### src/rtl/uart_tx_engine.sv
// UART transmit engine: frames one byte (start, 7/8 data bits LSB first,
// optional parity, stop fill) and shifts it out on tx at baud_k clocks per bit.
module uart_tx_engine #(
  parameter int BAUD_W  = 19,
  parameter int FRAME_W = 11
) (
  input  logic              clock,
  input  logic              reset,
  input  logic              load,
  input  logic [7:0]        data_in,
  input  logic              eight,
  input  logic              pen,
  input  logic              ohel,
  input  logic [BAUD_W-1:0] baud_k,
  output logic              tx,
  output logic              tx_rdy,
  output logic              tx_done
);

  localparam int BIT_W = $clog2(FRAME_W + 1);

  typedef enum logic {IDLE, SEND} state_t;

  state_t             state, state_nxt;
  logic [FRAME_W-1:0] shift_reg;
  logic [BAUD_W-1:0]  baud_cnt;
  logic [BAUD_W-1:0]  baud_lim;
  logic [BIT_W-1:0]   bit_cnt;
  logic               accept;
  logic               term;
  logic               last;

  // Parity over the data bits actually sent; ohel=1 selects odd sense.
  function automatic logic calc_par(input logic [7:0] d, input logic e,
                                    input logic odd);
    logic [7:0] used;
    used = e ? d : {1'b0, d[6:0]};
    return (^used) ^ odd;
  endfunction

  // Frame image, bit 0 goes out first; positions past the frame send 1.
  function automatic logic [FRAME_W-1:0] build_frame(input logic [7:0] d,
                                                      input logic e,
                                                      input logic p,
                                                      input logic odd);
    logic [FRAME_W-1:0] f;
    logic               par;
    f   = '1;
    par = calc_par(d, e, odd);
    f[0] = 1'b0;
    if (e) begin
      f[8:1] = d;
      f[9]   = p ? par : 1'b1;
    end else begin
      f[7:1] = d[6:0];
      f[8]   = p ? par : 1'b1;
    end
    return f;
  endfunction

  // State register.
  always_ff @(posedge clock) begin
    if (reset) state <= IDLE;
    else       state <= state_nxt;
  end

  // Next-state logic: accept a load when idle, return to idle after the last bit.
  always_comb begin
    state_nxt = state;
    accept    = 1'b0;
    term      = (state == SEND) && (baud_cnt == baud_lim - BAUD_W'(1));
    last      = term && (bit_cnt == BIT_W'(FRAME_W - 1));
    case (state)
      IDLE: begin
        if (load) begin
          accept    = 1'b1;
          state_nxt = SEND;
        end
      end
      SEND: begin
        if (last) state_nxt = IDLE;
      end
      default: state_nxt = IDLE;
    endcase
  end

  // Frame latch, baud/bit counting, shifting and the registered line/done outputs.
  always_ff @(posedge clock) begin
    if (reset) begin
      shift_reg <= '1;
      baud_cnt  <= '0;
      baud_lim  <= '0;
      bit_cnt   <= '0;
      tx        <= 1'b1;
      tx_done   <= 1'b0;
    end else begin
      tx_done <= last;
      if (accept) begin
        shift_reg <= build_frame(data_in, eight, pen, ohel);
        baud_lim  <= baud_k;
        baud_cnt  <= '0;
        bit_cnt   <= '0;
        tx        <= 1'b0;
      end else if (state == SEND) begin
        if (term) begin
          baud_cnt  <= '0;
          shift_reg <= {1'b1, shift_reg[FRAME_W-1:1]};
          if (last) begin
            bit_cnt <= '0;
            tx      <= 1'b1;
          end else begin
            bit_cnt <= bit_cnt + BIT_W'(1);
            tx      <= shift_reg[1];
          end
        end else begin
          baud_cnt <= baud_cnt + BAUD_W'(1);
        end
      end
    end
  end

  assign tx_rdy = (state == IDLE);

endmodule

### config.mk
export PLATFORM = sky130hd
export DESIGN_NAME = uart_tx_engine
export DESIGN_NICKNAME = d
export VERILOG_FILES = /design/src/rtl/uart_tx_engine.sv
export SDC_FILE = /design/constraint.sdc
export NUM_CORES = 1
export LEC_CHECK = 0
export CAP_MARGIN = 20
export CORE_MARGIN = 2
export CORE_UTILIZATION = 49
export DETAILED_ROUTE_END_ITERATION = 16
export PLACE_DENSITY_LB_ADDON = 0.1
export RECOVER_POWER = 100
export SYNTH_ARGS = -nofsm -noshare
export SYNTH_HDL_FRONTEND = slang
export SYNTH_SLANG_ARGS = --single-unit
export TNS_END_PERCENT = 50
### constraint.sdc
create_clock -name clock -period 3.6 [get_ports clock]
set_input_delay 0.72 -clock clock [delete_from_list [all_inputs] [get_ports clock]]
set_output_delay 0.72 -clock clock [all_outputs]
set_load 0.01 [all_outputs]
==> results of run 1 <==
==> worst max path at each step <==
stage,from,slack [ps],endpoint,depth (start not counted)
floorplan,baud_lim[0],720,shift_reg[4],12
finish,baud_lim[5],480,bit_cnt[0],8
detailed placement,baud_lim[0],240,bit_cnt[3],10
global route,baud_lim[0],200,bit_cnt[1],10
global placement,baud_lim[0],330,bit_cnt[0],10
CTS,baud_lim[0],190,bit_cnt[0],10
==> power by group through the flow <==
| stage | clock network (mW) | logic [mW] | registers [mW] |
|---|---|---|---|
| 2_1_floorplan | 0 | 0.171 | 0.649 |
| 3_3_place_gp | 0 | 0.245 | 0.656 |
| 3_5_place_dp | 0 | 0.249 | 0.657 |
| 4_1_cts | 0.362 | 0.250 | 0.643 |
| 5_1_grt | 0.384 | 0.278 | 0.648 |
| 6_report | 0.349 | 0.251 | 0.644 |
==> layout make-up <==
| cell class | count | area share |
|---|---|---|
| sequential | 54 | 0.309 |
| inverter | 10 | 0.0107 |
| clock buffer | 7 | 0.0247 |
| timing repair buffer | 42 | 0.114 |
| multi-input combinational | 292 | 0.513 |
| clock inverter | 1 | 0.00143 |
| tap | 75 | 0.0268 |
==> routing by layer <==
| metal | track usage | up-vias | share of wire |
|---|---|---|---|
| met5 | 0 | - | 0 |
| met1 | 0.299 | 1197 | 0.51 |
| li1 | - | 1347 | - |
| met3 | 0.0418 | 7 | 0.032 |
| met2 | 0.328 | 34 | 0.45 |
| met4 | 0.0500 | 0 | 0.0098 |
==> synth_stat cells, types with 2 or more instances <==
cell                        n  area share
sky130_fd_sc_hd__a211o_1    3      0.0089
sky130_fd_sc_hd__a211oi_1  10       0.025
sky130_fd_sc_hd__a21oi_1   25       0.042
sky130_fd_sc_hd__a31oi_1    4      0.0084
sky130_fd_sc_hd__and2_1     4      0.0084
sky130_fd_sc_hd__and3_1     4      0.0084
sky130_fd_sc_hd__and4_1     3      0.0089
sky130_fd_sc_hd__buf_2      3      0.0051
sky130_fd_sc_hd__clkbuf_1  10       0.013
sky130_fd_sc_hd__dfxtp_1   54        0.37
sky130_fd_sc_hd__ha_1       4       0.017
sky130_fd_sc_hd__inv_1     10       0.013
sky130_fd_sc_hd__nand2_1   61       0.077
sky130_fd_sc_hd__nand2b_1   2      0.0042
sky130_fd_sc_hd__nand3_1   12       0.020
sky130_fd_sc_hd__nand4_1    7       0.015
sky130_fd_sc_hd__nor2_1    47       0.060
sky130_fd_sc_hd__nor2b_1    3      0.0063
sky130_fd_sc_hd__nor3_1     7       0.012
sky130_fd_sc_hd__nor4_1     2      0.0042
sky130_fd_sc_hd__nor4b_1    8       0.024
sky130_fd_sc_hd__o21ai_0    4      0.0068
sky130_fd_sc_hd__o21bai_1   9       0.023
sky130_fd_sc_hd__or2_2      2      0.0042
sky130_fd_sc_hd__or3_1      4      0.0084
sky130_fd_sc_hd__xnor2_1   27       0.080
sky130_fd_sc_hd__xor2_1    20       0.059
==> cells in the final DEF, fill, tap and decap left out, types with 3 or more instances in the layout <==
master / netlist / routed
sky130_fd_sc_hd__a211o_1: 3 / 3
sky130_fd_sc_hd__a211oi_1: 10 / 10
sky130_fd_sc_hd__a21oi_1: 25 / 25
sky130_fd_sc_hd__a31oi_1: 4 / 4
sky130_fd_sc_hd__and2_1: 4 / 4
sky130_fd_sc_hd__and3_1: 4 / 4
sky130_fd_sc_hd__and4_1: 3 / 3
sky130_fd_sc_hd__buf_4: 1 / 6
sky130_fd_sc_hd__clkbuf_8: 0 / 6
sky130_fd_sc_hd__clkdlybuf4s50_1: 0 / 31
sky130_fd_sc_hd__dfxtp_1: 54 / 54
sky130_fd_sc_hd__dlygate4sd3_1: 0 / 4
sky130_fd_sc_hd__ha_1: 4 / 4
sky130_fd_sc_hd__inv_1: 10 / 10
sky130_fd_sc_hd__nand2_1: 61 / 61
sky130_fd_sc_hd__nand3_1: 12 / 12
sky130_fd_sc_hd__nand4_1: 7 / 7
sky130_fd_sc_hd__nor2_1: 47 / 47
sky130_fd_sc_hd__nor3_1: 7 / 7
sky130_fd_sc_hd__nor4b_1: 8 / 8
sky130_fd_sc_hd__o21ai_0: 4 / 4
sky130_fd_sc_hd__o21bai_1: 9 / 9
sky130_fd_sc_hd__or3_1: 4 / 4
sky130_fd_sc_hd__xnor2_1: 27 / 27
sky130_fd_sc_hd__xor2_1: 20 / 20
==> critical path, delay by kind of cell (launching register included) <==
family | cells | cell delay (ps)
AOI/OAI and AO/OA | 4 | 750
DFF | 1 | 420
and+or+nand+nor | 4 | 1870
==> cells by family after synthesis <==
family | after synthesis | share of synthesized area
and+or+nand+nor | 173 | 0.288
AOI/OAI and AO/OA | 66 | 0.150
DFF | 54 | 0.365
xor gates and xnor gates | 47 | 0.139
buffers and inverters | 25 | 0.0342
adders and majority gates | 4 | 0.0169
muxes | 2 | 0.00718
==> run metrics, run 1 <==
cell type of the slowest stage on the worst timing path sky130_fd_sc_hd__or4_4; sequential cell area ~1100 µm²; number of synthesized flops with an enable pin 0; final worst slack roughly 480 ps; Vert. Die Dim between 80 and 90 µm; reg-to-reg endpoint bit_cnt[0]; first-pass iteration count of the detailed router 5; wire length of the first global-routing pass roughly 11,000 µm; via density per instance 5.37; aggregate negative setup slack 0 ps; clock tree from TritonCTS built; remaining max-slew budget at the tightest pin 0.385; total overflow reported by the global router 0; element type at the critical path end flop; sequential share of power 0.518; slowest cell delay on critical path 700 ps; Arrival @ worst endpoint roughly 3400 ps; mean post-synth cell area approximately 8.0 µm²; Antenna diodes 0; sequential share of the synthesized area 0.365; Yosys Warn Count 0; Pint 0.901 mW; Core Region just under 6000 µm²; count of distinct cell types in the synthesized netlist roughly 50; Max Clock Skew approximately 9.5 ps; Avg WL per Cell ~14 µm; critical path, cell by cell nor4_4 -> and3_1 -> a31oi_1 -> o21ai_1 -> a31oi_4 -> or4_4 -> or3_1 -> a21oi_1; final period demand of the worst path 3120 ps; area of all placed cells without fillers about 3500 µm²; half-perimeter wire length after detailed placement about 4800 µm; WHS Endpoint bit_cnt[3]; final routed DRC violation total 0; Worst VDD drop approximately 0.19 mV; area growth from synthesis to layout 18.1%; r2r worst-path depth 8; vias in the first global route 2,355; flops & latches, synth 54; number of sinks on the clock net between 50 and 60; power share of the clock group 0.281; count of final max-slew check failures 0; buffer levels on the longest clock path 2; via count 2,585; number of instances in the placed design ~470; setup slack, reg-to-reg roughly 480 ps; number of antenna violations at the first check in global routing 0; number of hold buffers added after CTS 0; period utilization 0.867; overall routed net length ~6600 µm; Inserted Clock Buffers 5; Multi-input gate area around 1800 µm²; setup repair after global routing missed its margin no; kind of start point of the critical path flop; later-pin clock latency in the skew report a little over 300 ps; outcome completed; layout net count approximately 440; combinational cell fraction of total power 0.202; critical path start-end classification flop to flop; total routing usage reported by global routing 0.210; net switching share of the total power 0.276; fraction of registers with async set/reset 0; number of buffers added on ports 35; PostCTS Resize Cnt 0; area enclosed by the die boundary between 6000 and 7000 µm²; FP Rows 28; Non-Filler Instances just under 500; Die X 81.7 µm; total standard cell area after synthesis approximately 3000 µm²; power density cells approximately 360 nW/µm²; LEAKAGE about 1.3 nW; Net Switching 0.344 mW; Post CTS Setup Buffer Count 0; number of hold violations in the final report 0; effective utilization at floorplan 0.503; synthesized instance count 371; worst-path maximum fanout 17; cell depth of the worst min-delay path 2; total nets after synthesis 408; Synth Flop Type sky130_fd_sc_hd__dfxtp_1; hold crit path type flop to flop; 1st-iter DRT viols 155; Placed Area 3400 µm²; Worst Hold Slack between 400 and 500 ps; filler cell count in the final layout about 570; count of nets left with antenna violations after detail routing 0; slew at the pin closest to its max-slew limit 920 ps; required time of the worst setup path 3840 ps; CTS root buf sky130_fd_sc_hd__clkbuf_8; fin util 0.594; worst flop-to-flop path startpoint baud_lim[5]; maximum level of the CTS H-tree 2; Achievable Freq between 300 and 400 MHz; total power consumption of the routed design ~1.2 mW; routability cong. about 0.8; pin count of the biggest net entering global routing 33; fraction of layout cells with a size suffix above 1 0.0567; count of final setup violators 0; hold_sp bit_cnt[3]; max-cap violations 0; clock input transition at the sequential cells of the worst setup and hold paths approximately 90 ps; I/O pin count 36; pre-CTS WS roughly 240 ps
(Power assumes the default switching activity.)
==> run 2, diff against run 1 <==
CORE_MARGIN = unset   (was 2)
SKIP_CTS_REPAIR_TIMING = 1   (was unset)
SLEW_MARGIN = 10   (was unset)
==> run metrics, run 2 (synthesized netlist as in run 1, its figures left out) <==
outcome completed; CTS root buf sky130_fd_sc_hd__clkbuf_8; layout net count 440; maximum level of the CTS H-tree 2; LEAKAGE about 1.2 nW; 1st-iter DRT viols between 100 and 150; first-pass iteration count of the detailed router 4; Arrival @ worst endpoint around 3500 ps; effective utilization at floorplan 0.522; Max Clock Skew ~18 ps; Avg WL per Cell roughly 13 µm; Non-Filler Instances 476; most frequent cells in the layout sky130_fd_sc_hd__nand2_1 (61), sky130_fd_sc_hd__dfxtp_1 (54), sky130_fd_sc_hd__nor2_1 (47); final period demand of the worst path about 3300 ps; clock tree from TritonCTS built; count of final setup violators 0; count of nets left with antenna violations after detail routing 0; max-cap violations 0; Placed Area around 3400 µm²; fin util 0.612; clock input transition at the sequential cells of the worst setup and hold paths 110 ps; number of sinks on the clock net between 50 and 60; number of antenna violations at the first check in global routing 0; FP Rows 27; slew at the pin closest to its max-slew limit 946 ps; Achievable Freq 303 MHz; hold_sp baud_lim[18]; setup repair after global routing missed its margin no; half-perimeter wire length after detailed placement around 4600 µm; area enclosed by the die boundary 6360 µm²; leading cell type in the layout, fill and taps excluded sky130_fd_sc_hd__nand2_1; count of final max-slew check failures 0; Antenna diodes 0; number of instances in the placed design about 470; aggregate negative setup slack 0 ps; worst flop-to-flop path startpoint baud_lim[0]; number of buffers added on ports 35; fraction of layout cells with a size suffix above 1 0.0520; pin count of the biggest net entering global routing 33; total routing usage reported by global routing 0.217; worst-path maximum fanout 17; vias in the first global route between 2,000 and 2,500; via density per instance 5.41; element type at the critical path end flop; Worst VDD drop 0.207 mV; Die X about 80 µm; remaining max-slew budget at the tightest pin 0.368; buffer levels on the longest clock path 2; via count 2,574; launch point of the worst path baud_lim[0]; Core Region approximately 5700 µm²; power density cells around 360 nW/µm²; area growth from synthesis to layout 17.4%; period utilization 0.918; number of hold violations in the final report 0; area of all placed cells without fillers 3480 µm²; Inserted Clock Buffers 5; total overflow reported by the global router 0; Vert. Die Dim 79.7 µm; final routed DRC violation total 0; hold crit path type flop to flop; wire length of the first global-routing pass 11,000 µm; I/O pin count 36; kind of start point of the critical path flop; required time of the worst setup path roughly 3800 ps; routability cong. a little over 0.8; later-pin clock latency in the skew report between 300 and 400 ps; overall routed net length between 6000 and 7000 µm; critical path start-end classification flop to flop
==> run 2: through the flow <==
stage | setup slack [ps] | hold WS [ps] | total power, mW
5_1_grt | 44.5 | 529 | 1.29
2_1_floorplan | 715 | 448 | 0.820
4_1_cts | 196 | 504 | 1.24
3_3_place_gp | 345 | 473 | 0.896
6_report | 296 | 502 | 1.24
3_5_place_dp | 237 | 486 | 0.899
==> run 2: layout make-up <==
| type | count | area (µm²) |
|---|---|---|
| Multi-Input combinational cell | 292 | 1790 |
| Sequential cell | 54 | 1080 |
| Tap cell | 72 | 90.1 |
| Fill cell | 544 | 2200 |
| Clock inverter | 3 | 23.8 |
| Inverter | 10 | 37.5 |
| Clock buffer | 5 | 68.8 |
| Timing Repair Buffer | 40 | 384 |
==> run 2: critical path, stage by stage (launching register included) <==
cell,delay (ps)
sky130_fd_sc_hd__dfxtp_1,420
sky130_fd_sc_hd__inv_1,60
sky130_fd_sc_hd__ha_1,260
sky130_fd_sc_hd__o21ba_2,220
sky130_fd_sc_hd__a221o_1,360
sky130_fd_sc_hd__a211o_1,280
sky130_fd_sc_hd__nor3_1,200
sky130_fd_sc_hd__nand4b_1,110
sky130_fd_sc_hd__or4_1,720
sky130_fd_sc_hd__nand2b_1,190
sky130_fd_sc_hd__clkbuf_4,270
sky130_fd_sc_hd__nor2_1,80
==> run 2: power breakdown <==
part           internal (mW)  switching, mW
clock network          0.140          0.208
logic                  0.124          0.119
registers              0.618         0.0270
total                  0.881          0.354
==> run 2: worst paths after layout <==
check	endpoint	slack, ps	cells past startpoint
max reg2reg	baud_cnt[8]	300	11
max	baud_cnt[8]	300	11
min	baud_lim[18]	500	2
min reg2reg	baud_lim[18]	500	2
==> run 2: routing by layer <==
layer / up-vias / wire length (µm) / global-route usage
met1: 1192 / 3230 / 0.303
met3: 2 / 219 / 0.0343
met2: 35 / 2800 / 0.353
met4: 0 / 34 / 0.0429
li1: 1345 / - / -
met5: - / 0 / 0
